--- config.mk ---
export PLATFORM = sky130hd
export DESIGN_NAME = md_sched
export DESIGN_NICKNAME = d
export VERILOG_FILES = /design/src/rtl/md_sched.sv
export SDC_FILE = /design/constraint.sdc
export NUM_CORES = 1
export LEC_CHECK = 0
export CAP_MARGIN = 20
export CORE_UTILIZATION = 45
export CTS_BUF_LIST = sky130_fd_sc_hd__clkbuf_8
export CTS_CLUSTER_DIAMETER = 150
export DETAILED_ROUTE_END_ITERATION = 10
export PLACE_DENSITY = 0.86
export SLEW_MARGIN = 10
export SYNTH_ARGS = -nofsm -noshare
export SYNTH_HDL_FRONTEND = slang
export SYNTH_SLANG_ARGS = --single-unit
--- constraint.sdc ---
create_clock -name Clk -period 3.3 [get_ports Clk]
set_input_delay 0.66 -clock Clk [delete_from_list [all_inputs] [get_ports Clk]]
set_output_delay 0.66 -clock Clk [all_outputs]
set_load 0.1 [all_outputs]
--- src/rtl/md_sched.sv ---
// rtl/md_sched.sv - EX-stage multiply/divide sequencer owning the HI/LO pair
//
// Purpose: launches the external pipelined multiplier or stream divider on
// latched operand magnitudes, stalls the pipeline for the unit latency,
// applies sign correction and commits results to HI/LO. MFHI/MFLO/MTHI/MTLO
// complete in a single cycle.
//
// Ports:
//   Clk, Rst            clock, synchronous active-high reset
//   Md_op               4-bit operation from EX
//   Rs_in, Rt_in        operands, held by the pipeline while Md_stall=1
//   Res_out             EX result (HI, LO or MUL low word)
//   Md_stall            combinational pipeline freeze
//   mul_a, mul_b        registered multiplier operands
//   mul_res             unsigned 64-bit product
//   div_start           one-cycle tvalid pulse to the divider
//   div_a, div_b        registered dividend / divisor
//   div_valid, div_res  divider result handshake {quotient, remainder}
module md_sched #(
    parameter int MUL_LAT = 2
) (
    input  logic        Clk,
    input  logic        Rst,
    input  logic [3:0]  Md_op,
    input  logic [31:0] Rs_in,
    input  logic [31:0] Rt_in,
    output logic [31:0] Res_out,
    output logic        Md_stall,
    output logic [31:0] mul_a,
    output logic [31:0] mul_b,
    input  logic [63:0] mul_res,
    output logic        div_start,
    output logic [31:0] div_a,
    output logic [31:0] div_b,
    input  logic        div_valid,
    input  logic [63:0] div_res
);

    localparam logic [3:0] OP_DIV   = 4'b0001;
    localparam logic [3:0] OP_DIVU  = 4'b0010;
    localparam logic [3:0] OP_MFHI  = 4'b0011;
    localparam logic [3:0] OP_MFLO  = 4'b0100;
    localparam logic [3:0] OP_MTHI  = 4'b0101;
    localparam logic [3:0] OP_MTLO  = 4'b0110;
    localparam logic [3:0] OP_MUL   = 4'b0111;
    localparam logic [3:0] OP_MULT  = 4'b1000;
    localparam logic [3:0] OP_MULTU = 4'b1001;

    localparam int CW = (MUL_LAT < 2) ? 1 : $clog2(MUL_LAT + 1);

    typedef enum logic [1:0] {
        S_IDLE     = 2'd0,
        S_MUL_WAIT = 2'd1,
        S_DIV_WAIT = 2'd2,
        S_DONE     = 2'd3
    } state_t;

    state_t          r_state;
    state_t          w_next_state;
    logic [CW-1:0]   r_cnt;
    logic [31:0]     r_hi;
    logic [31:0]     r_lo;
    logic [31:0]     r_mul_lo;
    logic            r_mul_only;
    logic            r_neg;
    logic            r_qneg;
    logic            r_rneg;
    logic            r_div_start;
    logic [31:0]     r_mul_a;
    logic [31:0]     r_mul_b;
    logic [31:0]     r_div_a;
    logic [31:0]     r_div_b;

    logic            w_is_mul;
    logic            w_is_div;
    logic            w_long;
    logic            w_signed;
    logic            w_div_zero;
    logic [31:0]     w_rs_mag;
    logic [31:0]     w_rt_mag;
    logic [63:0]     w_prod;
    logic [31:0]     w_quot;
    logic [31:0]     w_rem;

    assign w_is_mul   = (Md_op == OP_MUL) || (Md_op == OP_MULT) || (Md_op == OP_MULTU);
    assign w_is_div   = (Md_op == OP_DIV) || (Md_op == OP_DIVU);
    assign w_long     = w_is_mul || w_is_div;
    assign w_signed   = (Md_op == OP_MUL) || (Md_op == OP_MULT) || (Md_op == OP_DIV);
    assign w_div_zero = (Rt_in == 32'd0);

    // Magnitude of -2^31 is 0x80000000, which is still correct as unsigned.
    assign w_rs_mag = Rs_in[31] ? (32'd0 - Rs_in) : Rs_in;
    assign w_rt_mag = Rt_in[31] ? (32'd0 - Rt_in) : Rt_in;

    assign w_prod = r_neg  ? (64'd0 - mul_res) : mul_res;
    assign w_quot = r_qneg ? (32'd0 - div_res[63:32]) : div_res[63:32];
    assign w_rem  = r_rneg ? (32'd0 - div_res[31:0])  : div_res[31:0];

    assign Md_stall  = w_long && (r_state != S_DONE);
    assign div_start = r_div_start;
    assign mul_a     = r_mul_a;
    assign mul_b     = r_mul_b;
    assign div_a     = r_div_a;
    assign div_b     = r_div_b;

    always_comb begin
        Res_out = 32'd0;
        case (Md_op)
            OP_MFHI: Res_out = r_hi;
            OP_MFLO: Res_out = r_lo;
            OP_MUL:  if (r_state == S_DONE) Res_out = r_mul_lo;
            default: Res_out = 32'd0;
        endcase
    end

    always_comb begin
        w_next_state = r_state;
        case (r_state)
            S_IDLE: begin
                if (w_is_mul)
                    w_next_state = S_MUL_WAIT;
                else if (w_is_div)
                    w_next_state = w_div_zero ? S_DONE : S_DIV_WAIT;
            end
            S_MUL_WAIT: if (r_cnt == CW'(1)) w_next_state = S_DONE;
            S_DIV_WAIT: if (div_valid) w_next_state = S_DONE;
            S_DONE:     w_next_state = S_IDLE;
            default:    w_next_state = S_IDLE;
        endcase
    end

    always_ff @(posedge Clk) begin
        if (Rst) begin
            r_state <= S_IDLE;
        end else begin
            r_state <= w_next_state;
        end
    end

    always_ff @(posedge Clk) begin
        if (Rst) begin
            r_cnt       <= '0;
            r_hi        <= 32'd0;
            r_lo        <= 32'd0;
            r_mul_lo    <= 32'd0;
            r_mul_only  <= 1'b0;
            r_neg       <= 1'b0;
            r_qneg      <= 1'b0;
            r_rneg      <= 1'b0;
            r_div_start <= 1'b0;
            r_mul_a     <= 32'd0;
            r_mul_b     <= 32'd0;
            r_div_a     <= 32'd0;
            r_div_b     <= 32'd0;
        end else begin
            r_div_start <= 1'b0;
            case (r_state)
                S_IDLE: begin
                    if (w_is_mul) begin
                        r_mul_a    <= w_signed ? w_rs_mag : Rs_in;
                        r_mul_b    <= w_signed ? w_rt_mag : Rt_in;
                        r_neg      <= w_signed & (Rs_in[31] ^ Rt_in[31]);
                        r_mul_only <= (Md_op == OP_MUL);
                        r_cnt      <= CW'(MUL_LAT);
                    end else if (w_is_div) begin
                        if (w_div_zero) begin
                            r_lo <= 32'hFFFF_FFFF;
                            r_hi <= Rs_in;
                        end else begin
                            r_div_a     <= w_signed ? w_rs_mag : Rs_in;
                            r_div_b     <= w_signed ? w_rt_mag : Rt_in;
                            r_qneg      <= w_signed & (Rs_in[31] ^ Rt_in[31]);
                            r_rneg      <= w_signed & Rs_in[31];
                            r_div_start <= 1'b1;
                        end
                    end else if (Md_op == OP_MTHI) begin
                        r_hi <= Rs_in;
                    end else if (Md_op == OP_MTLO) begin
                        r_lo <= Rs_in;
                    end
                end
                S_MUL_WAIT: begin
                    r_cnt <= r_cnt - CW'(1);
                    if (r_cnt == CW'(1)) begin
                        // MUL writes only its GPR result; HI/LO stay architectural.
                        if (r_mul_only)
                            r_mul_lo <= w_prod[31:0];
                        else begin
                            r_hi <= w_prod[63:32];
                            r_lo <= w_prod[31:0];
                        end
                    end
                end
                S_DIV_WAIT: begin
                    if (div_valid) begin
                        r_lo <= w_quot;
                        r_hi <= w_rem;
                    end
                end
                default: ;
            endcase
        end
    end

endmodule
==> run metrics, run 1 <==
post-synthesis instance area roughly 14000 um2; delay of the slowest cell on the worst path 0.53 ns; Slew Limit Headroom 0.410; power density cells 654 nW/um2; Sinks on Clock Net 233; startpoint of the most critical register-to-register path r_state[1]$_SDFFE_PP0P_; gate count after technology mapping roughly 1800; utilization after layout 0.715; initial standard-cell utilization of the core 0.463; cell with the biggest individual delay on the critical path sky130_fd_sc_hd__or4_4; number of iterations in the first detailed-routing pass 7; CTS buffer count 40; hold path startpoint mul_res[0]; via count of the first global-routing pass about 16000; DP Worst Slack -0.691 ns; post-synthesis cell type count 75; sort of element at the end of the critical path flip-flop; Detailed Place HPWL ~48 mm; Synth warnings 0; placer's final routability congestion estimate 1.03; data required time of the critical path 3.70 ns; CTS Buffer Depth 3; CTS tree built; critical path data arrival time 3.66 ns; Max Clock Skew between 0.04 and 0.05 ns; total global routing track utilization 0.387; Post-CTS Hold Buffers 0; number of antenna violations at the first check in global routing 0; cell total after placement between 2000 and 3000; crit start category input pin; post-route insts no fill 2790; async set or reset register ratio after synthesis 0; Worst-path clk slew 0.06 ns; startpoint of the most critical setup path Rt_in[18]; share of layout cells above drive strength 1 0.273; r2r worst-path depth 9; final routed wirelength across all metal layers about 64 mm; reg2reg end r_lo[31]$_SDFFE_PP0P_; Die H ~180 um; area of the core region approximately 30000 um2; Final Critical Period 3.26 ns; share of the synthesized area in the top cell type 0.336; Area Overhead vs Synth 54.6%; Post-Syn Nets 1972; final setup violation count 0; Worst Setup EP r_lo[31]$_SDFFE_PP0P_; maximum fanout along the worst path 5; insertion delay of the later-clocked pin in the worst-skew pair approximately 0.57 ns; maximum ir drop on the vdd rail ~0.00046 V; post-synthesis average cell area 7.87 um2; routed via count divided by cell count approximately 6.1; final critical-path share of the clock period 0.988; Placement Rows 63; Final #Nets 2580; Detail Route Antenna Nets 0; leading cell types in the layout, fill and taps excluded 457 x sky130_fd_sc_hd__buf_4, 277 x sky130_fd_sc_hd__nor2_1, 232 x sky130_fd_sc_hd__dfxtp_1; most used flip-flop cell after synthesis sky130_fd_sc_hd__dfxtp_1; register bit total from synthesis 233; worst-path cell chain clkdlybuf4s50_1, or4_4, or3_1, or4_4, buf_6, a211oi_4, o211ai_1, buf_4, buf_8, nand2_1, o21ai_0, nor2b_1; number of design-rule violations left by the first detailed-router iteration 2147; register-to-register setup slack about 0.53 ns; first-pass GRT wire length slightly above 90 mm; gr ovfl total 0; outcome complete, no violations; Slew Limit Fails 0; transition time of the tightest slew-check pin 0.885 ns; Seq/Total Area, Yosys 0.336; die footprint 31500 um2; drc violations 0; number of maximum-capacitance constraint violations 0; main area contributors after synthesis sky130_fd_sc_hd__dfxtp_1 34%, sky130_fd_sc_hd__nor2_1 7.6%, sky130_fd_sc_hd__a211oi_1 6.1%, sky130_fd_sc_hd__xnor2_1 5.8%, sky130_fd_sc_hd__xor2_1 5.3%; number of synthesized flops with an enable pin 0; worst setup path class input pin to flip-flop; final hold violation count 0; WL per Instance about 23 um; Via Count ~17000; count of port buffers added during placement 360; placed instance area between 20000 and 25000 um2; hold crit path type input pin to flip-flop; leading cell type in the layout, fill and taps excluded sky130_fd_sc_hd__buf_4; Max H-tree Level 2; Finished Cell Area 21400 um2; horizontal extent of the die around 180 um; most frequent cell on the critical path sky130_fd_sc_hd__or4_4; upper clock frequency limit 307 MHz; dominant cell type by area after synthesis sky130_fd_sc_hd__dfxtp_1; root buffer cell sky130_fd_sc_hd__clkbuf_8; Leakage 8.35 nW; fin worst setup slack between 0.03 and 0.04 ns; I/O pin total 361; largest net degree at the start of global routing between 70 and 80
[critical path: cells and delay by family]
| kind | cells | cell delay [ns] |
|---|---|---|
| compound gates | 3 | 0.49 |
| buf+inv | 4 | 0.97 |
| simple gates | 5 | 1.55 |
[through the flow]
step / total power, mW / hold slack, ns / setup TNS, ns
detailed placement: 10.8 / 0.443 / -68.33
finish: 14.0 / 0.447 / 0
CTS: 13.6 / 0.455 / 0
global placement: 10.7 / 0.438 / -64.47
global route: 14.5 / 0.478 / -0.0223
floorplan: 7.98 / 0.421 / -0.133
[cells in the mapped netlist, types with 40 or more instances]
cell and count:
sky130_fd_sc_hd__o31ai_1 45, sky130_fd_sc_hd__a211oi_1 113, sky130_fd_sc_hd__nand2_1 127, sky130_fd_sc_hd__xnor2_1 92
sky130_fd_sc_hd__dfxtp_1 233, sky130_fd_sc_hd__o21ai_0 85, sky130_fd_sc_hd__xor2_1 84, sky130_fd_sc_hd__clkbuf_1 122
sky130_fd_sc_hd__nor2_1 279, sky130_fd_sc_hd__inv_1 54, sky130_fd_sc_hd__nor3_1 67, sky130_fd_sc_hd__o41ai_1 40
sky130_fd_sc_hd__a21oi_1 69
[cell type report]
| type | count | area, um2 |
|---|---|---|
| clock inverter | 23 | 164 |
| tap | 390 | 488 |
| antenna | 1 | 2.50 |
| clock buffer | 48 | 661 |
| timing repair buffer | 704 | 6390 |
| fill | 2264 | 8520 |
| multi-input combinational | 1336 | 8850 |
| sequential | 233 | 4670 |
| inverter | 55 | 206 |
[kinds of logic (layout without fill, tap and decap cells)]
family / Yosys count / in the layout / share of synthesized area
other: 0 / 1 / 0
multiplexers: 22 / 22 / 0.0160
XOR/XNOR: 176 / 176 / 0.111
AO/OA/AOI/OAI: 494 / 494 / 0.258
flip-flops: 233 / 233 / 0.336
buffers and inverters: 193 / 830 / 0.0556
adder cells (fa/ha/maj): 11 / 11 / 0.00993
AND/OR/NAND/NOR: 633 / 633 / 0.213
[registers in the layout (all words and copies together) (netlist names)]
| register | flops |
|---|---|
| mul_b | 32 |
| r_neg | 1 |
| r_mul_lo | 32 |
| mul_a | 32 |
| r_mul_only | 1 |
| div_a | 32 |
| r_lo | 32 |
| div_b | 32 |
| r_cnt | 2 |
| r_hi | 32 |
| r_qneg | 1 |
| div_start | 1 |
| r_rneg | 1 |
| r_state | 2 |
[worst min path at each step]
stage	endpoint	slack [ns]	depth (start not counted)
floorplan	r_hi[16]$_SDFFE_PP0P_	0.42	2
finish	r_mul_lo[0]$_SDFFE_PP0P_	0.45	3
detailed placement	r_hi[16]$_SDFFE_PP0P_	0.44	2
CTS	r_lo[3]$_SDFFE_PP0P_	0.46	2
global route	mul_b[0]$_SDFFE_PP0P_	0.48	2
global placement	r_lo[3]$_SDFFE_PP0P_	0.44	2
[layer usage]
| layer | GRT usage | part of all wire |
|---|---|---|
| met1 | 0.473 | 0.37 |
| met5 | 0 | 0 |
| met3 | 0.0788 | 0.11 |
| met2 | 0.631 | 0.46 |
| met4 | 0.220 | 0.064 |
[timing repair]
item                                    4_1_cts  5_1_grt
buffers inserted                              4        5
endpoints found under the setup margin       32       45
resized for setup                            19       63
gates cloned                                  2        2
pin swaps                                     7       25
[power breakdown]
group | switching, mW | leakage (nW) | internal, mW
clock network | 1.24 | 0.471 | 1.48
logic | 5.16 | 5.98 | 2.39
registers | 0.394 | 1.90 | 3.35
total | 6.80 | 8.35 | 7.23
(Power assumes the default switching activity.)
==> run 2, diff against run 1 <==
CORE_ASPECT_RATIO = 0.9   (was unset)
==> run metrics, run 2 (same netlist as run 1, synthesis figures left out) <==
outcome complete, but fails checks; violated checks setup timing; placed instance area 20300 um2 (+0.76%); total global routing track utilization 0.386 (-0.000520); antenna diode instance count 0 (-1); I/O pin total 361 (unchanged); critical path data arrival time 3.74 ns (+0.08 ns); Via Count 17000 (-0.39%); share of layout cells above drive strength 1 0.273 (about the same); placer's final routability congestion estimate 0.997 (-2.8%); horizontal extent of the die 187 um (+5.3%); cell with the biggest individual delay on the critical path sky130_fd_sc_hd__or4_1; WL per Instance 22.8 um (+0.18%); largest net degree at the start of global routing 80 (+9.6%); first-pass GRT wire length 95.1 mm (+1.6%); fin worst setup slack -0.00502 ns (-0.0438 ns); gr ovfl total 0 (unchanged); sort of element at the end of the critical path flip-flop; via count of the first global-routing pass 16400 (+0.98%); Sinks on Clock Net 233 (unchanged); power density cells 642 nW/um2 (-1.9%); final setup violation count 2 (+2); number of design-rule violations left by the first detailed-router iteration 2223 (+3.5%); CP Buf/Inv Count 3 (-1); root buffer cell sky130_fd_sc_hd__clkbuf_8; Slew Limit Headroom 0.275 (-0.135); worst setup path class input pin to flip-flop; area of the core region 30100 um2 (+0.50%); Finished Cell Area 21500 um2 (+0.23%); Detailed Place HPWL 48.7 mm (+0.84%); delay of the slowest cell on the worst path 0.58 ns (+0.05 ns); worst-path cell chain clkdlybuf4s50_1, or4_1, or3_1, or4_4, a211oi_4, o211ai_1, buf_4, buf_12, o41ai_1; number of maximum-capacitance constraint violations 0 (unchanged); CTS tree built; CTS Buffer Depth 3 (unchanged); final critical-path share of the clock period 1.00 (+0.0133); Filler Cells Inserted 2322 (+2.6%); Die H 169 um (-5.1%); Area Overhead vs Synth 54.9%; cell total after placement 2732 (+0.85%); maximum ir drop on the vdd rail 0.000609 V (+32%); Detail Route Antenna Nets 0 (unchanged); maximum fanout along the worst path 5 (unchanged); upper clock frequency limit 303 MHz (-1.3%); die footprint 31500 um2 (about the same); setup repair after global routing missed its margin yes; number of iterations in the first detailed-routing pass 10 (+3); Final Critical Period 3.31 ns (+0.0438 ns); routed via count divided by cell count 6.07 (-0.92%); Max Clock Skew 0.0201 ns (-0.0204 ns); Worst-path clk slew 0.07 ns (about the same); leading cell types in the layout, fill and taps excluded 458 x sky130_fd_sc_hd__buf_4, 276 x sky130_fd_sc_hd__nor2_1, 232 x sky130_fd_sc_hd__dfxtp_1; post-route insts no fill 2805 (+0.54%); cell family contributing the most delay on the critical path simple AND/OR/NAND/NOR gates; Slew Limit Fails 0 (unchanged); DP Worst Slack -0.783 ns (-0.0917 ns); initial standard-cell utilization of the core 0.461 (-0.00231); Max H-tree Level 2 (unchanged); final hold violation count 0 (unchanged); Placement Rows 60 (-4.8%); number of antenna violations at the first check in global routing 1 (+1); total power 13.8 mW (-1.6%); drc violations 0 (unchanged); insertion delay of the later-clocked pin in the worst-skew pair 0.54 ns (-0.03 ns); CTS buffer count 36 (-10%); register-to-register setup slack 0.65 ns (+0.12 ns); Final #Nets 2586 (+0.23%); final routed wirelength across all metal layers 64.0 mm (+0.72%); count of port buffers added during placement 360 (unchanged); transition time of the tightest slew-check pin 1.09 ns (+0.201 ns); Leakage 8.36 nW (+0.15%); crit start category input pin; data required time of the critical path 3.74 ns (+0.04 ns); hold crit path type flip-flop to flip-flop; leading cell type in the layout, fill and taps excluded sky130_fd_sc_hd__buf_4
==> run 2: cell types whose count changed in the layout (fill, tap and decap cells not counted), sizes merged, moves of 2 or more <==
cell,before,now
bufinv,2,0
inv,68,66
clkinv,6,2
buf,506,515
dlymetal6s2s,9,6
clkbuf,49,52
==> run 2: worst reg2reg max path: cells and delay by family, from the launching register on <==
kind	cells	cell delay (ns)
AO/OA/AOI/OAI	2	0.60
buffers and inverters	5	0.81
adder cells (fa/ha/maj)	1	0.23
flip-flops	1	0.38
AND/OR/NAND/NOR	2	0.54
==> run 2: final timing paths <==
| check | startpoint | end | cells past startpoint |
|---|---|---|---|
| min | r_lo[0]$_SDFFE_PP0P_ | r_lo[0]$_SDFFE_PP0P_ | 2 |
| max reg2reg | r_state[0]$_SDFFE_PP0P_ | r_lo[28]$_SDFFE_PP0P_ | 10 |
| max | Rt_in[18] | r_lo[28]$_SDFFE_PP0P_ | 9 |
| min reg2reg | r_lo[0]$_SDFFE_PP0P_ | r_lo[0]$_SDFFE_PP0P_ | 2 |
==> run 2: where the power goes <==
part	switching (mW)	total, mW	internal, mW
clock	1.16	2.48	1.32
sequential	0.442	3.79	3.35
combinational	5.02	7.52	2.50
total	6.62	13.8	7.17
==> run 2: area by class of cell <==
cell class	instances	area, um2	share of cell area
multi-input combinational	1336	8820	0.410
timing repair buffer	714	6550	0.305
sequential	233	4670	0.217
clock buffer	49	674	0.0314
tap	403	504	0.0235
inverter	55	206	0.00961
clock inverter	15	65.1	0.00303
==> run 2: metal layers <==
metal	GRT usage	wire, um	share of wire
met1	0.484	24800	0.39
met2	0.611	28400	0.44
met3	0.108	7560	0.12
met4	0.192	3290	0.051
met5	0	0	0
==> run 2: repair_timing <==
action	4_1_cts	5_1_grt
setup endpoints to repair	103	49
cloned	0	3
buffers inserted	1	5
hold buffers	0	0
pin swaps	7	24
gates resized for setup	28	52
==> run 2: through the flow <==
step,hold WS (ns),util,setup TNS [ns]
6_report,0.462,0.714,-0.00728
5_1_grt,0.477,0.714,-0.313
4_1_cts,0.460,0.703,0
3_5_place_dp,0.450,0.674,-83.90
3_3_place_gp,0.439,0.674,-69.84
2_1_floorplan,0.421,-,-0.133
